<file path="config.mk">
export PLATFORM = sky130hd
export DESIGN_NAME = preadd_arbiter_seq
export DESIGN_NICKNAME = d
export VERILOG_FILES = /design/src/rtl/preadd_arbiter_seq.sv
export SDC_FILE = /design/constraint.sdc
export NUM_CORES = 1
export LEC_CHECK = 0
export CORE_UTILIZATION = 63
export DETAILED_ROUTE_END_ITERATION = 8
export DONT_BUFFER_PORTS = 1
export GPL_ROUTABILITY_DRIVEN = 0
export GPL_TIMING_DRIVEN = 0
export HOLD_SLACK_MARGIN = 0.02
export MAX_ROUTING_LAYER = met4
export PLACE_DENSITY = 0.77
export SLEW_MARGIN = 20
export SYNTH_ARGS = -nofsm -noshare
export SYNTH_HDL_FRONTEND = slang
export SYNTH_SLANG_ARGS = --single-unit
</file>
<file path="constraint.sdc">
create_clock -name clk -period 1.9 [get_ports clk]
set_input_delay 0.38 -clock clk [delete_from_list [all_inputs] [get_ports clk]]
set_output_delay 0.38 -clock clk [all_outputs]
set_load 0.005 [all_outputs]
</file>
<file path="src/rtl/preadd_arbiter_seq.sv">
// preadd_arbiter_seq: two-requester round-robin front end for an A/D pre-adder.
// Define PREADD_ARB_STATS_EN to add saturating per-requester grant counters.
module preadd_arbiter_seq #(
  parameter int PIPE_LAT = 2,
  parameter int TAG_W    = 4
) (
  input  logic             clk,
  input  logic             RST,
  input  logic             req0_valid,
  output logic             req0_ready,
  input  logic [29:0]      req0_a,
  input  logic [24:0]      req0_d,
  input  logic [1:0]       req0_op,
  input  logic [TAG_W-1:0] req0_tag,
  input  logic             req1_valid,
  output logic             req1_ready,
  input  logic [29:0]      req1_a,
  input  logic [24:0]      req1_d,
  input  logic [1:0]       req1_op,
  input  logic [TAG_W-1:0] req1_tag,
  input  logic             hold,
  input  logic             flush,
  output logic             flush_done,
  output logic [29:0]      A,
  output logic [24:0]      D,
  output logic [3:0]       INMODE,
  output logic             CEA2,
  output logic             CED,
  output logic             CEAD,
  output logic             CEA1,
  output logic             res_valid,
  output logic             res_id,
`ifdef PREADD_ARB_STATS_EN
  output logic [TAG_W-1:0] res_tag,
  output logic [15:0]      grant_cnt0,
  output logic [15:0]      grant_cnt1
`else
  output logic [TAG_W-1:0] res_tag
`endif
);

  typedef enum logic [1:0] {
    IDLE  = 2'd0,
    RUN   = 2'd1,
    DRAIN = 2'd2
  } state_t;

  typedef struct packed {
    logic             v;
    logic             id;
    logic [TAG_W-1:0] tag;
  } trk_t;

  state_t           state_q, state_d;
  logic             rr_q, rr_d;
  logic [29:0]      a_q, a_d;
  logic [24:0]      d_q, d_d;
  logic [3:0]       inm_q, inm_d;
  logic             iss_v_q, iss_v_d;
  logic             ced_q, ced_d;
  logic             iss_id_q, iss_id_d;
  logic [TAG_W-1:0] iss_tag_q, iss_tag_d;
  trk_t             trk_q [PIPE_LAT];
  trk_t             trk_d [PIPE_LAT];

  logic       accept;
  logic       gnt0, gnt1, gnt;
  logic [1:0] sel_op;
  logic       pend;

  function automatic logic [3:0] op_inmode(input logic [1:0] op);
    logic [3:0] m;
    unique case (op)
      2'b00:   m = 4'b0000;
      2'b01:   m = 4'b0100;
      2'b10:   m = 4'b1100;
      default: m = 4'b0110;
    endcase
    return m;
  endfunction

  // Round-robin grant; rr_q names the requester favoured on a tie.
  always_comb begin
    accept = (state_q != DRAIN) && !hold && !flush;
    gnt0   = accept && req0_valid
          && (!req1_valid || !rr_q);
    gnt1   = accept && req1_valid
          && (!req0_valid || rr_q);
    gnt    = gnt0 | gnt1;
    sel_op = gnt1 ? req1_op : req0_op;
  end

  assign req0_ready = gnt0;
  assign req1_ready = gnt1;

  // Ops issuing now or still short of the final tracker stage.
  always_comb begin
    pend = iss_v_q;
    for (int i = 0; i < PIPE_LAT - 1; i++) begin
      pend = pend | trk_q[i].v;
    end
  end

  // Operand, issue and tracker next-state; hold freezes everything.
  always_comb begin
    rr_d      = rr_q;
    a_d       = a_q;
    d_d       = d_q;
    inm_d     = inm_q;
    iss_v_d   = iss_v_q;
    ced_d     = ced_q;
    iss_id_d  = iss_id_q;
    iss_tag_d = iss_tag_q;
    trk_d     = trk_q;
    if (!hold) begin
      iss_v_d   = gnt;
      ced_d     = gnt && (sel_op != 2'b00);
      iss_id_d  = gnt1;
      iss_tag_d = gnt1 ? req1_tag : req0_tag;
      trk_d[0]  = {iss_v_q, iss_id_q, iss_tag_q};
      for (int i = 1; i < PIPE_LAT; i++) begin
        trk_d[i] = trk_q[i-1];
      end
      if (gnt) begin
        rr_d  = gnt0;
        a_d   = gnt1 ? req1_a : req0_a;
        d_d   = gnt1 ? req1_d : req0_d;
        inm_d = op_inmode(sel_op);
      end
    end
  end

  // FSM next state; drain completes when nothing remains behind AMULT.
  always_comb begin
    state_d    = state_q;
    flush_done = 1'b0;
    if (!hold) begin
      unique case (state_q)
        IDLE: begin
          if (flush)    state_d = DRAIN;
          else if (gnt) state_d = RUN;
        end
        RUN: begin
          if (flush)              state_d = DRAIN;
          else if (!gnt && !pend) state_d = IDLE;
        end
        DRAIN: begin
          if (!pend) begin
            state_d    = IDLE;
            flush_done = 1'b1;
          end
        end
        default: state_d = IDLE;
      endcase
    end
  end

  // State registers with synchronous reset.
  always_ff @(posedge clk) begin
    if (RST) begin
      state_q   <= IDLE;
      rr_q      <= 1'b0;
      a_q       <= '0;
      d_q       <= '0;
      inm_q     <= '0;
      iss_v_q   <= 1'b0;
      ced_q     <= 1'b0;
      iss_id_q  <= 1'b0;
      iss_tag_q <= '0;
      trk_q     <= '{default: '0};
    end else begin
      state_q   <= state_d;
      rr_q      <= rr_d;
      a_q       <= a_d;
      d_q       <= d_d;
      inm_q     <= inm_d;
      iss_v_q   <= iss_v_d;
      ced_q     <= ced_d;
      iss_id_q  <= iss_id_d;
      iss_tag_q <= iss_tag_d;
      trk_q     <= trk_d;
    end
  end

  assign A         = a_q;
  assign D         = d_q;
  assign INMODE    = inm_q;
  assign CEA2      = iss_v_q & ~hold;
  assign CED       = ced_q & ~hold;
  assign CEAD      = pend & ~hold;
  assign CEA1      = 1'b0;
  assign res_valid = trk_q[PIPE_LAT-1].v & ~hold;
  assign res_id    = trk_q[PIPE_LAT-1].id;
  assign res_tag   = trk_q[PIPE_LAT-1].tag;

`ifdef PREADD_ARB_STATS_EN
  logic [15:0] cnt0_q, cnt0_d;
  logic [15:0] cnt1_q, cnt1_d;

  // Saturating transfer counters per requester.
  always_comb begin
    cnt0_d = cnt0_q;
    cnt1_d = cnt1_q;
    if (gnt0 && cnt0_q != 16'hFFFF) cnt0_d = cnt0_q + 16'd1;
    if (gnt1 && cnt1_q != 16'hFFFF) cnt1_d = cnt1_q + 16'd1;
  end

  // Counter registers with synchronous reset.
  always_ff @(posedge clk) begin
    if (RST) begin
      cnt0_q <= '0;
      cnt1_q <= '0;
    end else begin
      cnt0_q <= cnt0_d;
      cnt1_q <= cnt1_d;
    end
  end

  assign grant_cnt0 = cnt0_q;
  assign grant_cnt1 = cnt1_q;
`endif

endmodule

</file>
Yosys cells after proc, flatten, opt, wreduce, memory -nomap -nowiden
Index checks and enable logic that the tools add are counted.
{"block": "word_totals", "ff_bits": 81, "inputBits": 128, "output_inout_bits": 72, "elab_cells": 66}
{"block": "op_classes", "n_eq_ne": 8, "muxes": 14, "bitwise": 7, "reduce_logical": 22}
{"operator": "30-bit two-way mux", "n": 1}
{"operator": "25-bit two-way mux", "n": 1}
{"operator": "2-bit two-way mux", "n": 6}
{"operator": "4-bit case mux with 3 select lines", "n": 1}
{"operator": "1-bit logical AND", "n": 8}
{"operator": "1-bit logical NOT", "n": 7}
{"operator": "3-bit inequality test, second input constant", "n": 2}
{"operator": "2-bit case mux with 3 select lines", "n": 1}
{"operator": "1-bit AND", "n": 4}
{"operator": "2-bit by 1-bit equality test with 1-bit output, second input constant", "n": 2}
{"operator": "2-bit equality test, second input constant", "n": 2}
{"operator": "2-bit logical NOT", "n": 2}
{"operator": "4-bit two-way mux", "n": 1}
{"operator": "2-bit inequality test, second input constant", "n": 2}
{"operator": "4-bit AND reduction", "n": 1}
{"operator": "1-bit two-way mux", "n": 3}
{"operator": "1-bit logical OR", "n": 2}
{"operator": "1-bit OR", "n": 2}
{"operator": "2-bit AND reduction", "n": 1}
{"operator": "2-bit nonzero test", "n": 1}
{"operator": "1-bit inverter", "n": 1}

Depth between registers and ports, before layout
{"block": "logic_depth", "depth_word": 11, "depth_mapped": 7, "mapped_depth_nobuf": 4}

Worst setup path before layout
Ideal clock, no wire load.
{"block": "synth_path", "path_kind": "input port to flip-flop", "from": "input hold", "to": "register a_q[26], in the netlist A[26]", "setup_ps": 146, "arrival_ps": 1398, "required_ps": 1754, "path_slack_ps": 356, "path_stages": 5, "n_path_buf": 3, "cell_sequence": "buf_2 > nor3_1 > buf_4 > buf_4 > a211oi_2"}
{"block": "synth_via", "elab_chain_cells": 7, "elab_cells_between_ends": 11, "cone_classes": "mux: 1; bitwise: 2; reduce/logical: 8"}
{"item": "start: declaration", "line": "21", "source": "input logic hold,"}
{"item": "1-bit logical NOT"}
{"item": "1-bit logical AND (2 in a row)", "line": "84", "source": "accept = (state_q != DRAIN) && !hold && !flush;"}
{"item": "1-bit logical AND, on equally long branches", "line": "85, 87"}
{"item": "1-bit logical AND, on equally long branches", "line": "86, 88"}
{"item": "1-bit OR", "line": "89", "source": "gnt = gnt0 | gnt1;"}
{"item": "2-bit AND reduction (no line)"}
{"item": "end signal: assignment", "line": "163", "source": "a_q <= '0;"}
{"item": "end signal: assignment", "line": "174", "source": "a_q <= a_d;"}
{"item": "end: declaration", "line": "56", "source": "logic [29:0] a_q, a_d;"}
Several ways; a longest one is shown, not always the timed one.
A chain may end at the register's enable or synchronous reset.

Worst setup path in the final report
{"block": "layout_path", "from": "register rr_q", "to": "output req1_ready"}
{"block": "layout_via", "elab_chain_cells": 2}
{"item": "start: declaration", "line": "55", "source": "logic rr_q, rr_d;"}
{"item": "start signal: assignment", "line": "173", "source": "rr_q <= rr_d;"}
{"item": "1-bit logical OR", "line": "88", "source": "&& (!req0_valid || rr_q);"}
{"item": "1-bit logical AND", "line": "88"}
{"item": "end: declaration", "line": "16", "source": "output logic req1_ready,"}
No other way between the ends.

==> results.md <==
* Post-Synth Simple-Gate Area at 12.4%
* EDFF count, synth at 0
* Commonest non-fill, non-tap cell in the layout: dfxtp_1
* Worst setup margin at 56.9 ps
* Post-DP Area at 4060 um^2
* Io pins at 200
* Primary FF master, synth: dfxtp_1
* Total gr overflow at 0
* Initial Util at 66.1%
* CTS H-Tree Depth at 3
* Final Hold Fails at 0
* Via density at 6.44
* Final worst path period need at 1840 ps
* WL final at 10500 um
* Synthesized-area fraction occupied by ao, oa, aoi and oai cells at 35.6%
* Fin crit share at 97.0%
* # diodes at 0
* Overall power at 3.58 mW
* Worst clock skew at 12.9 ps
* First-pass DRT Iterations at 5
* CTS tree: yes
* Worst hold path class: input port to register
* Outcome: completed
* VDD IR-drop max at 0.512 mV
* Hold buffers post-CTS at 0
* CTS clock-pin slew for the worst setup and hold paths at 90 ps
* Vias at 3488
* P&R area growth vs syn at 7.81%
* Critical Path AT at 1460 ps
* Reg2Reg Depth at 5
* Layout cells sized above 1 at 16.3%
* Clock Sinks at 80
* CP Class: register to output pin
* Max clock buf depth at 2
* Xor/xnor share of the synthesized area at 0%
* Number of global-route vias before repair at 3180
* Post-synthesis sequential area ratio at 40.5%
* Core Region at 5990 um^2
* Per-cell routed wire length at 19.4 um
* CP Data Required Time at 1520 ps
* Synthesis Warnings at 0
* Cells after Synth at 448
* Mux cell area share after synthesis at 2.78%
* Avg Inst Size Synth at 8.84 um^2
* Dpl ws at 3.18 ps
* Root buffer cell: clkbuf_8
* Max-cap violations at 0
* DIE AREA at 6600 um^2
* Num CTS Buffers at 9
* First-pass GRT wire length at 15600 um
* Least-Margin Pin Slew at 851 ps
* Dpl cells at 524
* Cell Area, Synth at 3960 um^2
* DRC Markers at 0
* Multi-input gate area at 2030 um^2
* IO buf count at 0
* Synth unique cells at 38
* Critical-path maximum fanout at 10
* Clk_lat worst skew at 350 ps
* Hold path depth at 1
* Pleak at 1.61 nW
* Highest clock rate at 0.543 GHz
* Largest family of logic cells by synthesized area: compound AO/OA/AOI/OAI gates
* Die extent in y at 81.3 um
* Initial antenna violation count at 0
* Post-DP HPWL at 7690 um
* Final net count at 590
* FF+latch count, synth at 80
* Fin area at 4270 um^2
* Power density cells at 838 nW/um^2
* DRT iter0 DRCs at 235
* Num rows at 28
* Post-synthesis adder-cell area fraction at 0%
* Finished Layout Cells at 542
* CP Launch Type: register
* Async S/R FF share, synth at 0%
* Final Setup Violations at 0
* Post-route ant nets at 0
* GRT Total Usage at 32.2%
* Setup_tns at 0 ps
* Sequential cell area at 1600 um^2
* Max-slew violation count at 0
* Die Span X at 81.3 um
* Filler cells at 462
* Relative slew slack at 42.8%
* Commonest cells after routing, fill and taps aside: dfxtp_1 (80), nor2_1 (75), o21ai_0 (59)
* Largest net degree at the start of global routing at 16
* Worst Setup End Kind: output pin
==> Yosys cell counts (2+ instances only) <==
cell type | instances | area share, %
dfxtp_1 | 80 | 40
nor2_1 | 75 | 7.1
o21ai_0 | 59 | 7.5
a211o_1 | 55 | 12
a211oi_1 | 37 | 7.0
buf_4 | 21 | 4.0
clkbuf_1 | 20 | 1.9
a211oi_2 | 18 | 5.7
mux2i_1 | 11 | 2.8
buf_2 | 8 | 1.0
nand2_1 | 7 | 0.66
a21oi_1 | 6 | 0.76
inv_1 | 6 | 0.57
a221oi_1 | 4 | 0.88
a31oi_1 | 4 | 0.63
buf_1 | 4 | 0.38
buf_6 | 3 | 0.85
nand2b_1 | 3 | 0.47
nand3_1 | 3 | 0.38
nor2b_1 | 3 | 0.47
nand4_1 | 2 | 0.32
nor3_1 | 2 | 0.25
nor4_1 | 2 | 0.32
==> flip-flops by register name (all words and copies together) (netlist names), 2 cells and up <==
register	flops
A	30
D	25
INMODE	3
iss_tag_q	4
res_tag	4
state_q	2
trk_q	7
==> worst paths after layout <==
| kind | from | to | slack (ps) |
|---|---|---|---|
| setup / recovery | rr_q$_SDFFE_PP0P_ | req1_ready | 60 |
| hold / removal | req0_op[0] | INMODE[3]$_SDFFE_PP0P_ | 170 |
| setup reg to reg | state_q[1]$_SDFFE_PP0P_ | D[1]$_SDFFE_PP0P_ | 190 |
| hold reg to reg | iss_tag_q[3]$_SDFFE_PP0N_ | iss_tag_q[3]$_SDFFE_PP0N_ | 480 |
==> metrics by stage <==
stage	util (%)	hold slack (ps)
after CTS	70.9	161
after detailed placement	67.7	463
after global placement	67.7	452
after floorplan	-	440
final	71.2	165
after global routing	71.2	158
==> per-layer routing <==
| metal | part of all wire, % | global-route usage, % | vias to the layer above |
|---|---|---|---|
| met1 | 40 | 37.0 | 1617 |
| met5 | 0 | - | - |
| met4 | 1.5 | 10.5 | 0 |
| met3 | 10 | 11.1 | 17 |
| li1 | - | - | 1673 |
| met2 | 49 | 52.3 | 181 |
==> area by class of cell <==
type	instances	area share, %
plain buffers	56	7.62
repair buffers	2	0.352
multi-input cells	307	47.6
flip-flops and latches	80	37.5
well taps	75	2.20
clock buffers	9	2.90
inverters	6	0.528
clock inverters	7	1.23
==> logic make-up after synthesis <==
family,after synthesis
buffers and inverters,62
other,1
DFF,80
and+or+nand+nor,106
AOI/OAI and AO/OA,188
muxes,11
==> where the power goes <==
group | internal (mW) | total, mW | switching, mW
Combinational | 0.235 | 0.573 | 0.338
Clock | 0.486 | 1.15 | 0.659
Sequential | 1.78 | 1.86 | 0.0820
Total | 2.50 | 3.58 | 1.08
==> critical path: stages, from the launching register on <==
cell,delay [ps]
dfxtp_1,380
nand2b_4,180
buf_6,150
buf_6,160
nand4_4,150
inv_2,90
==> what timing repair did <==
item	4_1_cts	5_1_grt
setup buffers	0	2
endpoints found under the setup margin	1	1
resized for setup	3	2
gates cloned	0	0
No activity file was read; power rests on OpenSTA's default activity.
